`config.mk`:
```
export PLATFORM = sky130hd
export DESIGN_NAME = csa_accum
export DESIGN_NICKNAME = d
export VERILOG_FILES = /design/src/rtl/csa_accum_pkg.sv /design/src/rtl/csa_accum_tree.sv /design/src/rtl/csa_accum.sv
export SDC_FILE = /design/constraint.sdc
export NUM_CORES = 1
export LEC_CHECK = 0
export ABC_AREA = 1
export CAP_MARGIN = 20
export CORE_MARGIN = 2
export CORE_UTILIZATION = 35
export CTS_CLUSTER_SIZE = 30
export DETAILED_ROUTE_END_ITERATION = 7
export PLACE_DENSITY_LB_ADDON = 0.05
export SYNTH_ARGS = -nofsm -noshare
export SYNTH_HDL_FRONTEND = slang
export SYNTH_SLANG_ARGS = --single-unit
```
`constraint.sdc`:
```
create_clock -name clk -period 5.71 [get_ports clk]
set_input_delay 1.4275 -clock clk [delete_from_list [all_inputs] [get_ports clk]]
set_output_delay 1.4275 -clock clk [all_outputs]
set_load 0.02 [all_outputs]
```
`src/rtl/csa_accum_pkg.sv`:
```
// csa_pkg: shared types and bit-level helpers for the carry-save accumulator.
// Optional feature macro used by the modules that import this package:
// CSA_ACCUM_OVF_EN.
package csa_pkg;

  typedef enum logic [1:0] {
    IDLE    = 2'd0,
    ACCUM   = 2'd1,
    RESOLVE = 2'd2,
    HOLD    = 2'd3
  } csa_state_e;

  // Upper bound on operands per beat; the dropped-carry count fits in 4 bits.
  localparam int CSA_MAX_OPS = 8;

  // Sum bit of a 3:2 compressor. The helpers are bitwise so any module can
  // apply them across its own WIDTH-wide word type.
  function automatic logic csa_sum3(input logic a, input logic b, input logic c);
    return a ^ b ^ c;
  endfunction

  // Majority (carry) bit of a 3:2 compressor, before the left shift.
  function automatic logic csa_maj3(input logic a, input logic b, input logic c);
    return (a & b) | (b & c) | (a & c);
  endfunction

  // Number of 3:2 stages needed to fold NOPS operands into the running pair.
  // Each operand consumes exactly one stage because the running pair always
  // supplies two of the three inputs.
  function automatic int csa_tree_depth(input int nops);
    return nops;
  endfunction

endpackage

```
`src/rtl/csa_accum_tree.sv`:
```
// csa_tree: combinational reducer of {sum, carry, op0..op(NOPS-1)} down to a
// carry-save pair using one 3:2 stage per operand. Carries shifted out of the
// MSB are discarded; with CSA_ACCUM_OVF_EN defined their count is reported on
// drop_cnt so the accumulator can flag a sum that exceeded 2^WIDTH.
module csa_tree
  import csa_pkg::*;
#(
  parameter int WIDTH = 32,
  parameter int NOPS  = 4
) (
  input  logic [WIDTH-1:0]      sum_in,
  input  logic [WIDTH-1:0]      carry_in,
  input  logic [NOPS*WIDTH-1:0] ops,
  output logic [WIDTH-1:0]      sum_out,
  output logic [WIDTH-1:0]      carry_out
`ifdef CSA_ACCUM_OVF_EN
  ,
  output logic [3:0]            drop_cnt
`endif
);

  typedef logic [WIDTH-1:0] word_t;

`ifdef CSA_ACCUM_OVF_EN
  logic [NOPS-1:0] drop;
`endif

  genvar gi, gb;
  for (gi = 0; gi < NOPS; gi++) begin : g_stage
    word_t s_in, c_in, s_out, c_out, op;

    assign op = ops[gi*WIDTH +: WIDTH];

    if (gi == 0) begin : g_first
      assign s_in = sum_in;
      assign c_in = carry_in;
    end else begin : g_next
      assign s_in = g_stage[gi-1].s_out;
      assign c_in = g_stage[gi-1].c_out;
    end

    // The shifted carry vector always has a zero LSB; the MSB majority falls off.
    assign c_out[0] = 1'b0;
    for (gb = 0; gb < WIDTH; gb++) begin : g_bit
      assign s_out[gb] = csa_sum3(s_in[gb], c_in[gb], op[gb]);
      if (gb < WIDTH - 1) begin : g_carry
        assign c_out[gb+1] = csa_maj3(s_in[gb], c_in[gb], op[gb]);
      end
    end

`ifdef CSA_ACCUM_OVF_EN
    assign drop[gi] = csa_maj3(s_in[WIDTH-1], c_in[WIDTH-1], op[WIDTH-1]);
`endif
  end

  assign sum_out   = g_stage[NOPS-1].s_out;
  assign carry_out = g_stage[NOPS-1].c_out;

`ifdef CSA_ACCUM_OVF_EN
  // Population count of the carries discarded in this beat.
  always_comb begin
    drop_cnt = '0;
    for (int k = 0; k < NOPS; k++) begin
      drop_cnt = drop_cnt + 4'(drop[k]);
    end
  end
`endif

endmodule

```
`src/rtl/csa_accum.sv`:
```
// csa_accum: parametrised carry-save multi-operand accumulator. Beats of NOPS
// operands are folded into a registered carry-save pair; the last beat of a
// packet triggers one carry-propagate add and a valid/ready result.
// Optional macro CSA_ACCUM_OVF_EN adds out_ovf (packet sum >= 2^WIDTH).
module csa_accum
  import csa_pkg::*;
#(
  parameter int WIDTH = 32,
  parameter int NOPS  = 4
) (
  input  logic                  clk,
  input  logic                  rst_n,
  input  logic                  in_valid,
  output logic                  in_ready,
  input  logic [NOPS*WIDTH-1:0] in_ops,
  input  logic                  in_last,
  output logic                  out_valid,
  input  logic                  out_ready,
  output logic [WIDTH-1:0]      out_sum
`ifdef CSA_ACCUM_OVF_EN
  ,
  output logic                  out_ovf
`endif
);

  csa_state_e       state_reg, state_next;
  logic [WIDTH-1:0] sum_q, carry_q;
  logic [WIDTH-1:0] tree_sum_in, tree_carry_in;
  logic [WIDTH-1:0] tree_sum, tree_carry;
  logic             accept, release_hold;

  assign accept       = in_valid && in_ready;
  assign release_hold = (state_reg == HOLD) && out_ready;

  // A new packet starts from a clean pair regardless of stale register contents.
  assign tree_sum_in   = (state_reg == IDLE) ? '0 : sum_q;
  assign tree_carry_in = (state_reg == IDLE) ? '0 : carry_q;

`ifdef CSA_ACCUM_OVF_EN
  logic [3:0]       drop_cnt;
  logic [7:0]       ovf_q;
  logic [7:0]       ovf_base;
  logic [8:0]       ovf_acc;
  logic [WIDTH:0]   resolve_full;

  assign resolve_full = {1'b0, sum_q} + {1'b0, carry_q};
  assign ovf_base     = (state_reg == IDLE) ? 8'd0 : ovf_q;
  assign ovf_acc      = {1'b0, ovf_base} + 9'(drop_cnt);
`else
  logic [WIDTH-1:0] resolve_sum;

  assign resolve_sum = sum_q + carry_q;
`endif

  csa_tree #(
    .WIDTH (WIDTH),
    .NOPS  (NOPS)
  ) u_tree (
    .sum_in    (tree_sum_in),
    .carry_in  (tree_carry_in),
    .ops       (in_ops),
    .sum_out   (tree_sum),
    .carry_out (tree_carry)
`ifdef CSA_ACCUM_OVF_EN
    ,
    .drop_cnt  (drop_cnt)
`endif
  );

  // Next-state and input handshake decode.
  always_comb begin
    state_next = state_reg;
    in_ready   = 1'b0;
    case (state_reg)
      IDLE, ACCUM: begin
        in_ready = 1'b1;
        if (in_valid) state_next = in_last ? RESOLVE : ACCUM;
      end
      RESOLVE: state_next = HOLD;
      HOLD:    if (out_ready) state_next = IDLE;
      default: state_next = IDLE;
    endcase
  end

  // State register.
  always_ff @(posedge clk or negedge rst_n) begin
    if (!rst_n) state_reg <= IDLE;
    else        state_reg <= state_next;
  end

  // Carry-save pair: loaded on each accepted beat, cleared on result handoff.
  always_ff @(posedge clk or negedge rst_n) begin
    if (!rst_n) begin
      sum_q   <= '0;
      carry_q <= '0;
    end else if (accept) begin
      sum_q   <= tree_sum;
      carry_q <= tree_carry;
    end else if (release_hold) begin
      sum_q   <= '0;
      carry_q <= '0;
    end
  end

  // Result register: resolved once, then held until the consumer takes it.
  always_ff @(posedge clk or negedge rst_n) begin
    if (!rst_n) begin
      out_valid <= 1'b0;
      out_sum   <= '0;
    end else if (state_reg == RESOLVE) begin
      out_valid <= 1'b1;
`ifdef CSA_ACCUM_OVF_EN
      out_sum   <= resolve_full[WIDTH-1:0];
`else
      out_sum   <= resolve_sum;
`endif
    end else if (release_hold) begin
      out_valid <= 1'b0;
    end
  end

`ifdef CSA_ACCUM_OVF_EN
  // Saturating count of every 2^WIDTH carry lost during the packet.
  always_ff @(posedge clk or negedge rst_n) begin
    if (!rst_n) begin
      ovf_q   <= '0;
      out_ovf <= 1'b0;
    end else if (accept) begin
      ovf_q <= ovf_acc[8] ? 8'hFF : ovf_acc[7:0];
    end else if (state_reg == RESOLVE) begin
      out_ovf <= (ovf_q != 8'd0) || resolve_full[WIDTH];
      ovf_q   <= (ovf_q == 8'hFF) ? 8'hFF : ovf_q + 8'(resolve_full[WIDTH]);
    end else if (release_hold) begin
      ovf_q <= '0;
    end
  end
`endif

endmodule

```
==> results.md <==
- Measured along the x axis, the die boundary spans 163 um.
- After technology mapping, the gate count stands at roughly 1,100.
- The worst setup path is launched from a register.
- The leakage power of the design is about 0.0055 uW.
- The synthesized netlist net count is around 1,400.
- The Yosys step of the flow raised 0 warnings.
- The worst relative slew slack is ~53%.
- The standard cell core area is 25,000 um2.
- The worst-case IR drop observed on VDD is 0.345 mV.
- The post-detailed-placement half-perimeter wirelength is 20,700 um.
- The first detailed-routing pass ran for 5 iterations.
- The maximum number of pins on one net before global-route repair is 61.
- The number of fillers in the final layout is around 2,500.
- The largest fanout on the critical path is between 40 and 50.
- The vias after detailed routing is around 7,200.
- The beginning of the worst register-to-register path is state_reg[0].
- The sort of element at the end of the critical path is a register.
- The total overflow left after global routing is 0.
- The final setup skew is 0.0123 ns.
- The class of the tightest hold or removal check is reg -> reg.
- Summing all multi-input logic gate instances after layout gives between 5000 and 6000 um2.
- The share of flip-flops with an asynchronous set or reset after synthesis is 100%.
- The first-iteration detailed-routing DRC count is between 400 and 500.
- The via count of the first global-routing pass was 7,635.
- The site row count is 58.
- The fraction of layout cells with a size suffix above 1 is approximately 3.4%.
- The power density relative to cell area is roughly 670 nW/um2.
- The number of slew-limit violations in the final report is 0.
- After detailed routing, the number of remaining DRC violations is 0.
- The first element of the critical path is state_reg[0].
- The number of diodes is 0.
- The count of buffers added on input and output ports is 166.
- The largest registers in the layout are out_sum: 32 flops, sum_q: 32 flops, carry_q: 31 flops.
- The clock reaches the later pin of the worst-skew pair after roughly 0.36 ns.
- The residual antenna-violating net count after detailed routing is 0.
- The maximum clock insertion buffer count is 2.
- Setup violations remaining at the end of the flow were counted as 0.
- The cell sitting at the root of the clock tree is a sky130_fd_sc_hd__clkbuf_16.
- The dominant cell by count in the synthesized netlist is sky130_fd_sc_hd__nand2_1.
- The area of the mapped netlist is a little under 9000 um2.
- The total negative slack for setup checks is 0 ns.
- Summing all flip-flop and latch instances after layout gives between 2000 and 2500 um2.
- The number of flip-flops and latches in the synthesized netlist is 98.
- The register area share after synthesis is between 20% and 30%.
- The clock transition at the registers of the reported paths is around 0.080 ns.
- The critical path in this run is classified as reg -> reg.
- The register share of total power is between 10% and 20%.
- After synthesis, the most frequently instantiated cells are sky130_fd_sc_hd__nand2_1, sky130_fd_sc_hd__inv_1, sky130_fd_sc_hd__fa_1.
- The first global-routing pass estimated approximately 40,000 um of wire.
- The initial antenna violation count came to 0.
- The fmax is about 250 MHz.
- Combinational logic is responsible for about three quarters of the overall power.
- The overall die height is ~160 um.
- The I/O pin count is 167.
- The number of buffers inserted by hold repair at cts is 0.
- The required arrival time at the worst endpoint is about 6 ns.
- Setup repair after global routing left no endpoint under its margin.
- Dividing the detail-routed wire length by the instance count gives approximately 16 um.
- The full die area is about 26,000 um2.
- The utilization after layout is between 40% and 50%.
- The worst hold margin is approximately 0.48 ns.
- The endpoint arrival time on the critical path is just over 4 ns.
- The total global routing track utilization is roughly a fifth.
- The via density per instance is roughly 4.5.
- The final critical path time including I/O delays and setup is 3.93 ns.
- In the post-synthesis netlist, the biggest area contributors are sky130_fd_sc_hd__dfrtp_1, sky130_fd_sc_hd__fa_1, sky130_fd_sc_hd__nand2_1, sky130_fd_sc_hd__inv_1, sky130_fd_sc_hd__ha_1.
- A synthesized cell averages ~8.1 um2.
- The final hold violation count is 0.
- The number of gates resized after CTS was 0.
- The area growth from synthesis to layout is 26.6%.
- Summed over all instances, the cell type with the most area after synthesis is sky130_fd_sc_hd__dfrtp_1.
- The internal power of the cells is roughly 3700 uW.
- The actual slew at the worst max-slew pin is 0.703 ns.
- Clock tree synthesis inserted a total of 9 buffers.
- In this run the power spent charging and discharging nets is approximately 3700 uW.
- Once placement finished, the instance area stood at 10,800 um2.
- The initial cell density of the core is between 30% and 40%.
- The clock network accounts for under 10% of the total power.
- The area share of the leading cell type in the synthesized netlist is 27.8%.
- The H-tree level count is 3.
- The routed design has around 24,000 um of wire.
- The number of nets in the layout is ~1,500.
- The clock sink total is a little under 100.
- The most instantiated flip-flop cell in the synthesis netlist is sky130_fd_sc_hd__dfrtp_1.
- The worst hold path begins at out_sum[22].
- The count of different cell masters after synthesis is 30.
- TritonCTS built the clock tree.
- The flow ran to the end, and the final reports show no timing, DRC or antenna violations.
- The summed area of non-filler cells in the final layout is roughly 11,000 um2.
- Net switching is 49.9% of the power.
- The final RePlAce weighted congestion is between 0.8 and 0.9.
- The max-capacitance violation count is 0.
- In this run, synthesis inferred 0 flip-flops with an integrated enable.
- Buffers added to address setup during post-CTS repair amount to 0.
- The share of the clock period used by the worst path after layout is between 60 and 70%.
[metal layers]
layer / part of all wire [%] / vias to the layer above / global-route usage [%]
met3: 4.2 / 17 / 2.57
met4: 1.2 / 0 / 4.79
met1: 54 / 3368 / 31.7
met5: 0 / - / 0
li1: - / 3619 / -
met2: 41 / 172 / 28.6
[layout by cell type, fill, tap and decap left out, types with 4 or more instances in the layout]
cell type	n
sky130_fd_sc_hd__nand2_1	328
sky130_fd_sc_hd__inv_1	177
sky130_fd_sc_hd__clkdlybuf4s50_1	165
sky130_fd_sc_hd__fa_1	121
sky130_fd_sc_hd__dfrtp_1	98
sky130_fd_sc_hd__nor2_1	96
sky130_fd_sc_hd__o21ai_0	70
sky130_fd_sc_hd__nand3_1	54
sky130_fd_sc_hd__ha_1	34
sky130_fd_sc_hd__a21oi_1	23
sky130_fd_sc_hd__xnor2_1	11
sky130_fd_sc_hd__clkbuf_16	9
sky130_fd_sc_hd__nand2_2	7
sky130_fd_sc_hd__inv_2	5
sky130_fd_sc_hd__nand4_1	5
sky130_fd_sc_hd__buf_4	5
sky130_fd_sc_hd__o21bai_1	4
sky130_fd_sc_hd__xor2_1	4
[worst paths after layout]
kind                          endpoint  slack [ns]  cells after the start
hold / removal             out_sum[22]        0.48                      2
setup / recovery             sum_q[17]        1.78                      9
max in group asynchronous    sum_q[20]        3.53                      2
hold reg to reg            out_sum[22]        0.48                      2
min in group asynchronous   out_sum[0]        1.09                      1
setup reg to reg             sum_q[17]        1.78                      9
[cell type report]
class	count	share of cell area (%)
Multi-Input combinational cell	782	50.1
Sequential cell	98	22.0
Timing Repair Buffer	171	15.3
Inverter	182	6.12
Tap cell	330	3.70
Clock buffer	10	2.14
Clock inverter	6	0.706
[cell families after synthesis]
logic type	synth area share, %
xor gates and xnor gates	1.49
adders and majority gates	32.3
buffers and inverters	8.86
AOI/OAI and AO/OA	6.23
and+or+nand+nor	23.3
DFF	27.8
[worst max-delay path, stage by stage (launching register included)]
cell	delay [ns]
sky130_fd_sc_hd__dfrtp_1	0.44
sky130_fd_sc_hd__nor2_4	0.53
sky130_fd_sc_hd__buf_4	0.52
sky130_fd_sc_hd__nor2_1	0.11
sky130_fd_sc_hd__fa_1	0.57
sky130_fd_sc_hd__fa_1	0.45
sky130_fd_sc_hd__fa_1	0.54
sky130_fd_sc_hd__fa_1	0.43
sky130_fd_sc_hd__nand2_1	0.07
sky130_fd_sc_hd__o21ai_0	0.09
[metrics by stage]
stage | std cells | power, uW | worst slack (ns)
global placement | 1562 | 6760 | 1.46
floorplan | 1086 | 5160 | 1.99
CTS | 1578 | 7560 | 1.73
global route | 1579 | 8480 | 1.48
detailed placement | 1562 | 6860 | 1.42
finish | 1579 | 7440 | 1.78
[power by group through the flow]
stage / Clock (uW) / Sequential (uW) / Combinational [uW]
after floorplan: 0 / 1320 / 3840
after global placement: 0 / 1250 / 5510
after detailed placement: 0 / 1260 / 5600
after CTS: 684 / 1240 / 5640
after global routing: 711 / 1280 / 6480
final: 662 / 1240 / 5530
No activity file was read; power rests on OpenSTA's default activity.
